### src/rtl/knn_distance_feeder.sv
// knn_distance_feeder: streams candidate points, computes the saturated squared
// distance to a latched query and keeps an external k-entry queue holding the
// K closest points (insert while not full, evict-largest-then-insert when the
// new distance is strictly smaller than the queue's max tag, otherwise drop).
//
// Ports:
//   clk_in / rst_in            clock, asynchronous active-low reset
//   start_in, query_*_in       start a query and sample its point (ignored while busy)
//   pt_valid_in / pt_ready_out candidate handshake (ready only in ACCEPT)
//   pt_x_in, pt_y_in, pt_id_in candidate coordinates and identifier
//   pt_last_in                 candidate is the final one of the query
//   q_enq_out, q_enq_*_out     enqueue pulse with id/distance to the queue
//   q_deq_largest_out          evict-largest pulse to the queue
//   q_full_in, q_max_tag_in    queue status, trusted only after settling
//   busy_out, done_out         query in progress / last point fully processed
//   inserted_count_out, dropped_count_out  per-query statistics (wrap mod 2^16)
module knn_distance_feeder #(
    parameter int COORD_WIDTH   = 16,
    parameter int ID_WIDTH      = 32,
    parameter int TAG_WIDTH     = 32,
    parameter int SETTLE_CYCLES = 2
) (
    input  logic                   clk_in,
    input  logic                   rst_in,
    input  logic                   start_in,
    input  logic [COORD_WIDTH-1:0] query_x_in,
    input  logic [COORD_WIDTH-1:0] query_y_in,
    input  logic                   pt_valid_in,
    output logic                   pt_ready_out,
    input  logic [COORD_WIDTH-1:0] pt_x_in,
    input  logic [COORD_WIDTH-1:0] pt_y_in,
    input  logic [ID_WIDTH-1:0]    pt_id_in,
    input  logic                   pt_last_in,
    output logic                   q_enq_out,
    output logic [ID_WIDTH-1:0]    q_enq_data_out,
    output logic [TAG_WIDTH-1:0]   q_enq_tag_out,
    output logic                   q_deq_largest_out,
    input  logic                   q_full_in,
    input  logic [TAG_WIDTH-1:0]   q_max_tag_in,
    output logic                   busy_out,
    output logic                   done_out,
    output logic [15:0]            inserted_count_out,
    output logic [15:0]            dropped_count_out
);
    localparam int FULL_W = 2 * COORD_WIDTH + 1;
    // At least one bit above the tag so saturation can always be detected.
    localparam int SUM_W  = (FULL_W > TAG_WIDTH) ? FULL_W : TAG_WIDTH + 1;
    localparam int WAIT_W = (SETTLE_CYCLES > 1) ? $clog2(SETTLE_CYCLES) : 1;

    typedef enum logic [3:0] {
        S_IDLE, S_ACCEPT, S_DIFF, S_DIST, S_DECIDE,
        S_EVICT, S_EVICT_WAIT, S_INSERT, S_SETTLE, S_DONE
    } state_t;

    state_t                 r_state;
    state_t                 w_next;
    logic [COORD_WIDTH-1:0] r_qx, r_qy, r_px, r_py, r_dx, r_dy;
    logic [ID_WIDTH-1:0]    r_id;
    logic                   r_last;
    logic [TAG_WIDTH-1:0]   r_dist;
    logic [WAIT_W-1:0]      r_wait;
    logic [ID_WIDTH-1:0]    r_enq_data;
    logic [TAG_WIDTH-1:0]   r_enq_tag;
    logic [15:0]            r_ins, r_drop;
    logic [COORD_WIDTH-1:0] w_dx, w_dy;
    logic [SUM_W-1:0]       w_sum;
    logic                   w_sat, w_wait_done, w_drop, w_waiting;

    assign w_dx        = (r_px >= r_qx) ? r_px - r_qx : r_qx - r_px;
    assign w_dy        = (r_py >= r_qy) ? r_py - r_qy : r_qy - r_py;
    assign w_sum       = SUM_W'(r_dx) * SUM_W'(r_dx) + SUM_W'(r_dy) * SUM_W'(r_dy);
    assign w_sat       = |w_sum[SUM_W-1:TAG_WIDTH];
    assign w_wait_done = (r_wait == WAIT_W'(SETTLE_CYCLES - 1));
    // EVICT_WAIT and SETTLE share one counter; it restarts on every state entry.
    assign w_waiting   = (r_state == w_next) && (r_state == S_EVICT_WAIT || r_state == S_SETTLE);

    always_comb begin
        w_next = r_state;
        w_drop = 1'b0;
        case (r_state)
            S_IDLE:       w_next = start_in ? S_ACCEPT : S_IDLE;
            S_ACCEPT:     w_next = pt_valid_in ? S_DIFF : S_ACCEPT;
            S_DIFF:       w_next = S_DIST;
            S_DIST:       w_next = S_DECIDE;
            S_DECIDE: begin
                // A tie with the max tag keeps the earlier point.
                if (!q_full_in) w_next = S_INSERT;
                else if (r_dist < q_max_tag_in) w_next = S_EVICT;
                else begin
                    w_drop = 1'b1;
                    w_next = r_last ? S_DONE : S_ACCEPT;
                end
            end
            S_EVICT:      w_next = S_EVICT_WAIT;
            S_EVICT_WAIT: w_next = w_wait_done ? S_INSERT : S_EVICT_WAIT;
            S_INSERT:     w_next = S_SETTLE;
            S_SETTLE:     w_next = w_wait_done ? (r_last ? S_DONE : S_ACCEPT) : S_SETTLE;
            S_DONE:       w_next = S_IDLE;
            default:      w_next = S_IDLE;
        endcase
    end

    always_ff @(posedge clk_in or negedge rst_in) begin
        if (!rst_in) begin
            r_state    <= S_IDLE;
            r_qx       <= '0;
            r_qy       <= '0;
            r_px       <= '0;
            r_py       <= '0;
            r_id       <= '0;
            r_last     <= 1'b0;
            r_dx       <= '0;
            r_dy       <= '0;
            r_dist     <= '0;
            r_wait     <= '0;
            r_enq_data <= '0;
            r_enq_tag  <= '0;
            r_ins      <= '0;
            r_drop     <= '0;
        end else begin
            r_state <= w_next;
            r_wait  <= w_waiting ? r_wait + 1'b1 : '0;
            if (r_state == S_IDLE && start_in) begin
                r_qx   <= query_x_in;
                r_qy   <= query_y_in;
                r_ins  <= '0;
                r_drop <= '0;
            end
            if (r_state == S_ACCEPT && pt_valid_in) begin
                r_px   <= pt_x_in;
                r_py   <= pt_y_in;
                r_id   <= pt_id_in;
                r_last <= pt_last_in;
            end
            if (r_state == S_DIFF) begin
                r_dx <= w_dx;
                r_dy <= w_dy;
            end
            if (r_state == S_DIST) r_dist <= w_sat ? '1 : w_sum[TAG_WIDTH-1:0];
            // Load the enqueue payload on entry so it is valid during the pulse.
            if (w_next == S_INSERT && r_state != S_INSERT) begin
                r_enq_data <= r_id;
                r_enq_tag  <= r_dist;
            end
            if (r_state == S_INSERT) r_ins <= r_ins + 16'd1;
            if (w_drop) r_drop <= r_drop + 16'd1;
        end
    end

    assign pt_ready_out       = (r_state == S_ACCEPT);
    assign q_enq_out          = (r_state == S_INSERT);
    assign q_deq_largest_out  = (r_state == S_EVICT);
    assign busy_out           = (r_state != S_IDLE);
    assign done_out           = (r_state == S_DONE);
    assign q_enq_data_out     = r_enq_data;
    assign q_enq_tag_out      = r_enq_tag;
    assign inserted_count_out = r_ins;
    assign dropped_count_out  = r_drop;
endmodule

### config.mk
export PLATFORM = sky130hd
export DESIGN_NAME = knn_distance_feeder
export DESIGN_NICKNAME = d
export VERILOG_FILES = /design/src/rtl/knn_distance_feeder.sv
export SDC_FILE = /design/constraint.sdc
export NUM_CORES = 2
export LEC_CHECK = 0
export ABC_AREA = 1
export ABC_CLOCK_PERIOD_IN_PS = 7050
export CELL_PAD_IN_SITES_DETAIL_PLACEMENT = 0
export CELL_PAD_IN_SITES_GLOBAL_PLACEMENT = 2
export CORE_UTILIZATION = 30
export CTS_CLUSTER_DIAMETER = 150
export DETAILED_ROUTE_END_ITERATION = 10
export HOLD_SLACK_MARGIN = 0.03
export MAX_ROUTING_LAYER = met4
export PLACE_DENSITY_LB_ADDON = 0.12
export SLEW_MARGIN = 30
export SYNTH_ARGS = -nofsm -noshare
export SYNTH_HDL_FRONTEND = slang
export SYNTH_SLANG_ARGS = --single-unit
### constraint.sdc
create_clock -name clk_in -period 7.05 [get_ports clk_in]
set_input_delay 0.705 -clock clk_in [delete_from_list [all_inputs] [get_ports clk_in]]
set_output_delay 0.705 -clock clk_in [all_outputs]
set_load 0.05 [all_outputs]
==> flow_summary_export.csv <==
group,metric,value,unit
worst_setup_path,critPathCaptureType,"register",
timing,worst_clock_skew,0.0365,ns
synth,syn_area,0.0303,mm^2
detailed_routing,wl_per_cell,16.7,um
worst_setup_path,arrival,7.24,ns
worst_setup_path,endpoint,"r_dist[24]",
cts,cts-hold-fix-buffers,0,
cts,clk_latency,0.58,ns
detailed_routing,first_pass_iters,5,
cts,clk_path_buf_depth,3,
synth,ys_seq_area_frac,0.216,
global_routing,grtUsageMet3,0.0179,
cts,htree_levels,2,
detailed_routing,drtIter0Drc,994,
die,rows,116,
timing,worstMarginPinSlew,0.892,ns
die,io_pins,235,
worst_hold_path,hold_class,"in2async",
global_routing,grt_use_met2,0.320,
place,port_buffers,234,
global_routing,grt_usage,0.184,
timing,finalHoldViolCount,0,
worst_setup_path,rrSetupSlack,0.30,ns
synth,synthArstFlopShare,1.00,
global_routing,grt_pass1_wl,143000,um
finish,drive_above_1_share,0.0699,
timing,fmax,148,MHz
synth,ys_warn_count,0,
synth,ys.flop_type,"dfrtp_1",
worst_setup_path,crit_slowest_cell,"fa_1",
finish,nets,4793,
worst_setup_path,r2r-end,"r_dist[24]",
detailed_routing,route.detailed.drc,0,
timing,hold_ws,0.117,ns
die,dieArea,0.102,mm^2
synth,yosys.cell_count.top_type,"nand2_1",
timing,timing.final.crit_share,0.958,
detailed_routing,ant_nets,0,
timing,finalSetupViolations,0,
timing,period_minus_slack,6.75,ns
global_routing,antenna_found_initial,4,
global_routing,grt-ovfl-total,0,
synth,yosysTopAreaCellShare,0.255,
worst_setup_path,critPathRequiredTime,7.54,ns
detailed_routing,wl,88700,um
die,die_w,320,um
timing,slew_headroom,0.405,
global_routing,grt-busiest-layer,"met2",
synth,synth_top_area_cell,"fa_1",
global_routing,grt_max_degree,138,
worst_setup_path,r2r_start,"r_dx[13]",
place,dp_hpwl,73600,um
cts,clkTransAtPathRegs,0.06,ns
die,initial_core_util,0.303,
timing,maxSlewViolCount,0,
synth,synth_commonest_cells,"nand2_1 (895), inv_1 (827), fa_1 (386), ha_1 (296), dfrtp_1 (262)",
worst_setup_path,criticalPathCategory,"reg2reg",
synth,syn-num-nets,4559,
run_status,status,"finished clean",
synth,yosys-top-cells-area,"fa_1 (25%), dfrtp_1 (22%), ha_1 (12%)",
worst_setup_path,timing.critical_path.from,"r_dx[13]",
detailed_routing,via_count,23261,
synth,syn_inst,3743,
worst_setup_path,r2r_cells,26,
cts,cts_buffers,38,
finish,syn_to_final_growth,18.3,%
synth,syn_area_per_cell,8.10,um^2
place,dpl_cell_area,0.0344,mm^2
cts,cts_tree,"done",
cts,cts_root_buffer,"clkbuf_16",
worst_setup_path,path_common_cell,"fa_1",
global_routing,grt_pass1_vias,25287,
worst_setup_path,critPathLaunchType,"register",
global_routing,use_met1,0.228,
die,die_y,320,um
synth,synth_cell_type_count,51,
die,core,0.100,mm^2
run,drv_cap,0,
synth,synth-edff-count,0,
detailed_routing,vias_per_cell,4.39,
cts,cts_sinks,262,
synth,ys_seq_elements,262,
place,gp_congestion,0.826,
worst_setup_path,cpPeakStageDelay,0.54,ns
finish,fin_area,0.0359,mm^2
worst_setup_path,cp_max_fo,10,
## cell type report
type	instances	area, um^2
antenna	2	5.00
clock buffer	55	1090
clock inverter	12	128
fill	10730	64300
inverter	852	3200
multi-input combinational	2478	20000
sequential	262	6580
tap	1298	1620
timing repair buffer	345	3220
## per-stage QoR
| stage | setup TNS (ns) | setup slack, ns | std cells | util |
|---|---|---|---|---|
| floorplan | 0 | 0.326 | 3743 | - |
| global placement | -0.0279 | -0.0279 | 5230 | 0.343 |
| detailed placement | -0.0671 | -0.0513 | 5230 | 0.343 |
| CTS | 0 | 0.000832 | 5297 | 0.355 |
| global route | -0.0650 | -0.0316 | 5304 | 0.358 |
| finish | 0 | 0.300 | 5304 | 0.358 |
## worst min-delay path by stage
stage                                   end  slack, ns  cells after the start
after floorplan                      r_wait       0.40                      1
after global placement               r_wait       0.41                      1
after detailed placement             r_wait       0.41                      1
after CTS                 q_enq_tag_out[10]       0.11                      1
after global routing      q_enq_tag_out[10]       0.14                      1
final                     q_enq_tag_out[10]       0.12                      1
## state kept, by name, summed over array words and instances (netlist names)
| signal | flops |
|---|---|
| q_enq_tag_out | 32 |
| r_px | 16 |
| r_wait | 1 |
| r_py | 16 |
| r_qy | 16 |
| r_state | 4 |
| r_qx | 16 |
| dropped_count_out | 16 |
| r_id | 32 |
| r_dy | 16 |
| inserted_count_out | 16 |
| r_dx | 16 |
| q_enq_data_out | 32 |
| r_last | 1 |
| r_dist | 32 |
## routing by layer
metal	vias up	part of all wire
li1	11726	-
met4	0	0.024
met2	256	0.51
met1	11193	0.45
met3	86	0.025
met5	-	0
## cells in the final DEF, fill, tap and decap left out, types with 7 or more instances in the layout
cell type | synthesis | layout
xnor2_1 | 29 | 29
nand3_1 | 142 | 138
inv_1 | 827 | 827
clkbuf_16 | 0 | 39
inv_2 | 22 | 22
fa_1 | 386 | 380
o21ai_0 | 149 | 148
ha_1 | 296 | 291
nor2_2 | 4 | 11
dfrtp_2 | 0 | 19
dfrtp_1 | 262 | 243
xor2_1 | 69 | 68
nor2_1 | 202 | 193
clkbuf_1 | 91 | 11
nand4_1 | 16 | 16
nand2_1 | 895 | 892
nand3_2 | 8 | 11
a21o_1 | 22 | 22
a21oi_1 | 105 | 101
buf_4 | 5 | 106
o21bai_1 | 25 | 25
o21ai_1 | 17 | 17
a31oi_1 | 25 | 23
o211ai_1 | 7 | 7
clkdlybuf4s50_1 | 0 | 233
nor3_1 | 26 | 25
## critical path, delay by kind of cell, from the launching register on
family	cells	cell delay (ns)
xor gates and xnor gates	1	0.27
and+or+nand+nor	8	0.92
adders and majority gates	9	4.26
buffers and inverters	8	0.72
DFF	1	0.48
## timing repair
action	4_1_cts	5_1_grt
buffers inserted	0	5
endpoints found under the setup margin	2	32
gates resized for setup	2	60
pin swaps	0	11
## cells by family after synthesis
logic type / share of synthesized area
fa+ha+maj: 0.377
compound gates: 0.0697
flops: 0.216
simple gates: 0.179
xor+xnor: 0.0283
mux: 0.000330
buf+inv: 0.130
Power is not shown: default switching activity piles up to over one toggle a cycle in this logic, so the estimate is an artifact.
